<file path="src/rtl/vmotion_pkg.sv">
// vmotion_pkg: vertical-motion state encodings and velocity width shared by motion, collision and renderer stages.
package vmotion_pkg;
   typedef enum logic [1:0] {
      ST_GROUND = 2'b00,
      ST_RISE   = 2'b01,
      ST_FALL   = 2'b10
   } vstate_e;
   localparam int VEL_W = 5;
endpackage

</file>
<file path="src/rtl/btn_req_latch.sv">
// btn_req_latch: latches a button rising edge as a request held until the next consume pulse.
module btn_req_latch (
   input  logic clk,
   input  logic resetn,
   input  logic btn,
   input  logic consume,
   output logic req
);
   logic prev_q, req_q, req_d;
   // an edge arriving on the consuming cycle survives for the following tick
   always_comb req_d = (req_q && !consume) || (btn && !prev_q);
   always_ff @(posedge clk) begin
      if (!resetn) begin
         prev_q <= 1'b0;
         req_q  <= 1'b0;
      end else begin
         prev_q <= btn;
         req_q  <= req_d;
      end
   end
   assign req = req_q;
endmodule

</file>
<file path="src/rtl/player_vertical_ctrl.sv">
// player_vertical_ctrl: tick-driven player y/velocity FSM with gravity, jump, terminal clamp and wrap scroll.
// Define GUNBOOT_EN to build the fire-to-thrust gunboot with a refillable magazine.
module player_vertical_ctrl
   import vmotion_pkg::*;
#(
   parameter logic [7:0] Y_MAX    = 8'd119,
   parameter logic [2:0] GRAVITY  = 3'd1,
   parameter logic [2:0] JUMP_VEL = 3'd4,
   parameter logic [2:0] TERM_VEL = 3'd3,
   parameter logic [2:0] THRUST   = 3'd2,
   parameter logic [3:0] MAG_SIZE = 4'd8
) (
   input  logic       clk,
   input  logic       resetn,
   input  logic       tick,
   input  logic       jump_btn,
   input  logic       fire_btn,
   input  logic       on_ground,
   input  logic [7:0] start_y,
   output logic [7:0] y_out,
   output logic [4:0] vel_out,
   output logic [1:0] state_out,
   output logic       scroll,
   output logic [3:0] ammo_out
);
   localparam logic signed [VEL_W-1:0] GRAV_S   = VEL_W'(GRAVITY);
   localparam logic signed [VEL_W-1:0] JUMP_S   = VEL_W'(JUMP_VEL);
   localparam logic signed [VEL_W-1:0] TERM_S   = VEL_W'(TERM_VEL);
   localparam logic signed [VEL_W-1:0] THRUST_S = VEL_W'(THRUST);
   logic [7:0] y_q, y_mv;
   logic signed [VEL_W-1:0] vel_q, vel_g;
   vstate_e state_q;
   logic scroll_q;
   logic [3:0] ammo_q;
   logic [8:0] ny;
   logic jump_req, shoot, wrap, land;
   btn_req_latch u_jump (
      .clk(clk), .resetn(resetn), .btn(jump_btn), .consume(tick), .req(jump_req)
   );
`ifdef GUNBOOT_EN
   localparam logic GB = 1'b1;
   logic fire_req;
   btn_req_latch u_fire (
      .clk(clk), .resetn(resetn), .btn(fire_btn), .consume(tick), .req(fire_req)
   );
   assign shoot = fire_req && ammo_q != 4'd0;
`else
   localparam logic GB = 1'b0;
   logic unused_fire;
   assign unused_fire = fire_btn;
   assign shoot = 1'b0;
`endif
   localparam logic [3:0] AMMO_FULL = GB ? MAG_SIZE : 4'd0;
   // ny is 9-bit signed; bit 8 set means the move went above row 0
   always_comb begin
      ny    = {1'b0, y_q} + {{(9-VEL_W){vel_q[VEL_W-1]}}, vel_q};
      wrap  = !ny[8] && ny[7:0] > Y_MAX;
      y_mv  = ny[8] ? 8'd0 : wrap ? ny[7:0] - (Y_MAX + 8'd1) : ny[7:0];
      vel_g = vel_q + GRAV_S;
      land  = state_q == ST_FALL && on_ground;
   end
   always_ff @(posedge clk) begin
      if (!resetn) begin
         y_q      <= start_y;
         vel_q    <= '0;
         state_q  <= ST_FALL;
         scroll_q <= 1'b0;
         ammo_q   <= AMMO_FULL;
      end else begin
         scroll_q <= 1'b0;
         if (tick) begin
            if (state_q == ST_GROUND) begin
               if (!on_ground) begin
                  state_q <= ST_FALL;
                  vel_q   <= '0;
               end else if (jump_req) begin
                  state_q <= ST_RISE;
                  vel_q   <= -JUMP_S;
               end
            end else if (land) begin
               state_q <= ST_GROUND;
               vel_q   <= '0;
               ammo_q  <= AMMO_FULL;
            end else if (shoot) begin
               y_q      <= y_mv;
               scroll_q <= wrap;
               vel_q    <= -THRUST_S;
               ammo_q   <= ammo_q - 4'd1;
               state_q  <= ST_RISE;
            end else if (state_q == ST_RISE) begin
               y_q     <= y_mv;
               vel_q   <= ny[8] ? '0 : vel_g;
               state_q <= (ny[8] || !vel_g[VEL_W-1]) ? ST_FALL : ST_RISE;
            end else begin
               y_q      <= y_mv;
               scroll_q <= wrap;
               vel_q    <= vel_g > TERM_S ? TERM_S : vel_g;
            end
         end
      end
   end
   assign y_out     = y_q;
   assign vel_out   = vel_q;
   assign state_out = state_q;
   assign scroll    = scroll_q;
   assign ammo_out  = ammo_q;
endmodule

</file>
<file path="config.mk">
export PLATFORM = sky130hd
export DESIGN_NAME = player_vertical_ctrl
export DESIGN_NICKNAME = d
export VERILOG_FILES = /design/src/rtl/vmotion_pkg.sv /design/src/rtl/btn_req_latch.sv /design/src/rtl/player_vertical_ctrl.sv
export SDC_FILE = /design/constraint.sdc
export NUM_CORES = 1
export LEC_CHECK = 0
export BUFFER_PORTS_ARGS = -buffer_cell sky130_fd_sc_hd__buf_2
export CAP_MARGIN = 5
export CORE_AREA = 2 2 71 73
export CTS_CLUSTER_SIZE = 14
export DETAILED_ROUTE_END_ITERATION = 10
export DIE_AREA = 0 0 73 75
export PLACE_DENSITY_LB_ADDON = 0.05
export SLEW_MARGIN = 20
export SYNTH_ARGS = -nofsm -noshare
export SYNTH_HDL_FRONTEND = slang
export SYNTH_HIERARCHICAL = 1
export SYNTH_SLANG_ARGS = --single-unit
</file>
<file path="constraint.sdc">
create_clock -name clk -period 2.7 [get_ports clk]
set_input_delay 0.81 -clock clk [delete_from_list [all_inputs] [get_ports clk]]
set_output_delay 0.81 -clock clk [all_outputs]
set_load 0.005 [all_outputs]
</file>
==> out/qor.txt <==
Clk sinks: 18
Ports: 34
Cell taking the most area after synthesis: edfxtp_1
Min-Delay Path Class: reg2reg
Synthesis Warnings: 6
First-pass GRT wire length: 6244 um
Cell area after synthesis: 1580 um2
Die area: 5475 um2
# rows: 25
Area Growth Syn to Fin: 20.51%
Clk Latency, worst-skew pair: 0.25 ns
Max-cap violations: 0
Worst vdd ir: 0.0001309 V
Clock Path Buffers: 2
CTS Root Cell: clkbuf_8
IO Port Bufs: 28
GRT overflow: 0
Overall die height: 75 um
Number of global-route vias before repair: 1,384
Routed Antenna Nets: 0
Post-DP HPWL: 3069 um
Core area: 4661 um2
Setup crit end kind: flop
Setup Crit Path Kind: reg2reg
Most common library cells after synthesis: nor2_1 (13), ha_1 (12), inv_1 (11)
Cell variety after synth: 59
Layout cells sized above 1: 26.29%
Post-Route WL: 3944 um
Pwr Total: 1018 uW
Die Wd: 73 um
Hold Violations, Final: 0
Largest net degree at the start of global routing: 17
Run status: completed
CTS tree: done
CP required: 2.69 ns
Synth top area share: 15.20%
Post-synthesis sequential element count: 18
CP Launch Type: flop
Cell Pwr Density: 534.7 nW/um2
Sequential element share of the synthesized area: 27.87%
Initial core utilization: 33.91%
Layout Skew: 0.003486 ns
Mean Syn Cell Area: 8.979 um2
Initial drt markers: 38
WP data arrival: 2.57 ns
Tot GR Track Use: 14.59%
Worst path max stage delay: 0.44 ns
Post-layout util: 40.86%
Number of synthesized flops with an enable pin: 8
Hold_buf cts: 0
Final setup vio count: 0
Synth area leaders: edfxtp_1 (15%), dfxtp_1 (13%), ha_1 (9.5%)
FMAX: 387.0 MHz
H-Tree Depth: 1
Clk pin slew, worst setup/hold paths: 0.07 ns
WL per Instance: 14.77 um
Worst-path fanout max: 5
Residual DRC: 0
Minimum clock period: 2.584 ns
Slew Viols, Final: 0
N_diodes: 0
Global placement routability congestion: 0.7942
Final cycle utilization of the critical path: 95.71%
Vias per inst: 5.431
P_leak: 0.0008468 uW
Crit-path cells: ha_4 -> inv_2 -> fa_2 -> nor2b_2 -> o31a_1 -> buf_4 -> a2111o_1 -> buf_4 -> nor2_1 -> o32ai_1
CTS Buf Count: 3
Slowest CP cell: a2111o_1
Layout Nets: 241
Top cell by count, worst path: buf_4
Via count: 1,450
Syn Inst Count: 176
Fraction of registers with async set/reset: 0%
Count leader, synth: nor2_1
Fillers: 478
Initial antenna violation count: 0
Top_reg_cell synth: dfxtp_1
DRT Pass-1 Iters: 4
[report_power, final]
| part | switching, uW | internal [uW] | total, uW |
|---|---|---|---|
| Clock | 87.4 | 105 | 192 |
| Combinational | 256 | 223 | 479 |
| Sequential | 24.4 | 323 | 348 |
[sequential cells by signal, indices dropped and copies added, names as in the netlist]
register,count
scroll,1
state_out,2
u_jump/prev_q,1
u_jump/req,1
vel_out,5
y_out,8
[repair_timing]
| action | in CTS | in global routing |
|---|---|---|
| gates resized for setup | 0 | 7 |
| setup buffers | 0 | 4 |
| setup endpoints to repair | 0 | 4 |
[cell families after synthesis]
logic type | synth area share [%]
AO/OA/AOI/OAI | 29.53
XOR/XNOR | 4.355
adder cells (fa/ha/maj) | 10.77
buffers and inverters | 5.779
flip-flops | 27.87
multiplexers | 2.613
other | 0.2373
AND/OR/NAND/NOR | 18.85
[worst paths after layout]
path	from	to	slack, ns	cells after the start
worst max-delay path	y_out[0]$_DFFE_PP_	y_out[3]$_DFFE_PP_	0.12	10
worst min-delay path	u_jump/prev_q$_SDFF_PN0_	u_jump/req$_SDFF_PN0_	0.51	2
worst max register to register	y_out[0]$_DFFE_PP_	y_out[3]$_DFFE_PP_	0.12	10
worst min register to register	u_jump/prev_q$_SDFF_PN0_	u_jump/req$_SDFF_PN0_	0.51	2
[metal layers]
| metal | track usage [%] | routed length, um |
|---|---|---|
| met1 | 18.41 | 1826 |
| met2 | 25.73 | 2007 |
| met3 | 1.874 | 61 |
| met4 | 4.938 | 49 |
| met5 | 0 | 0 |
[worst max-delay path, delay by kind of cell, from the launching register on]
kind / cells / cell delay, ns
AO/OA/AOI/OAI: 3 / 0.90
AND/OR/NAND/NOR: 2 / 0.22
adder cells (fa/ha/maj): 2 / 0.40
buffers and inverters: 3 / 0.38
flip-flops: 1 / 0.43
[area by class of cell]
class	instances	area, um2	share of cell area, %
inverters	11	41.29	2.168
multi-input cells	141	1087	57.10
clock buffers	4	45.04	2.365
flip-flops and latches	18	440.4	23.13
repair buffers	39	222.7	11.70
well taps	54	67.56	3.548
[cell usage in the layout (no fill, tap or decap), drive strengths merged, types with 4 or more instances in the layout]
cell,instances
a21o,4
a21oi,7
buf,39
clkbuf,4
conb,4
dfxtp,10
edfxtp,8
ha,12
inv,11
nand2,9
nand2b,9
nor2,13
nor2b,7
o21a,5
o21ai,9
o2bb2ai,5
xor2,4
[per-stage QoR]
stage	setup TNS [ns]	hold WS, ns	std cells	area [um2]	setup slack, ns
after CTS	0	0.5129	263	1847	0.1254
after detailed placement	0	0.4891	259	1802	0.1303
after global placement	0	0.4843	259	1802	0.1662
final	0	0.5092	267	1904	0.1158
after floorplan	0	0.4722	179	1592	0.2349
after global routing	-0.01099	0.5369	267	1904	-0.01099
Power figures use the tool's default switching activity.
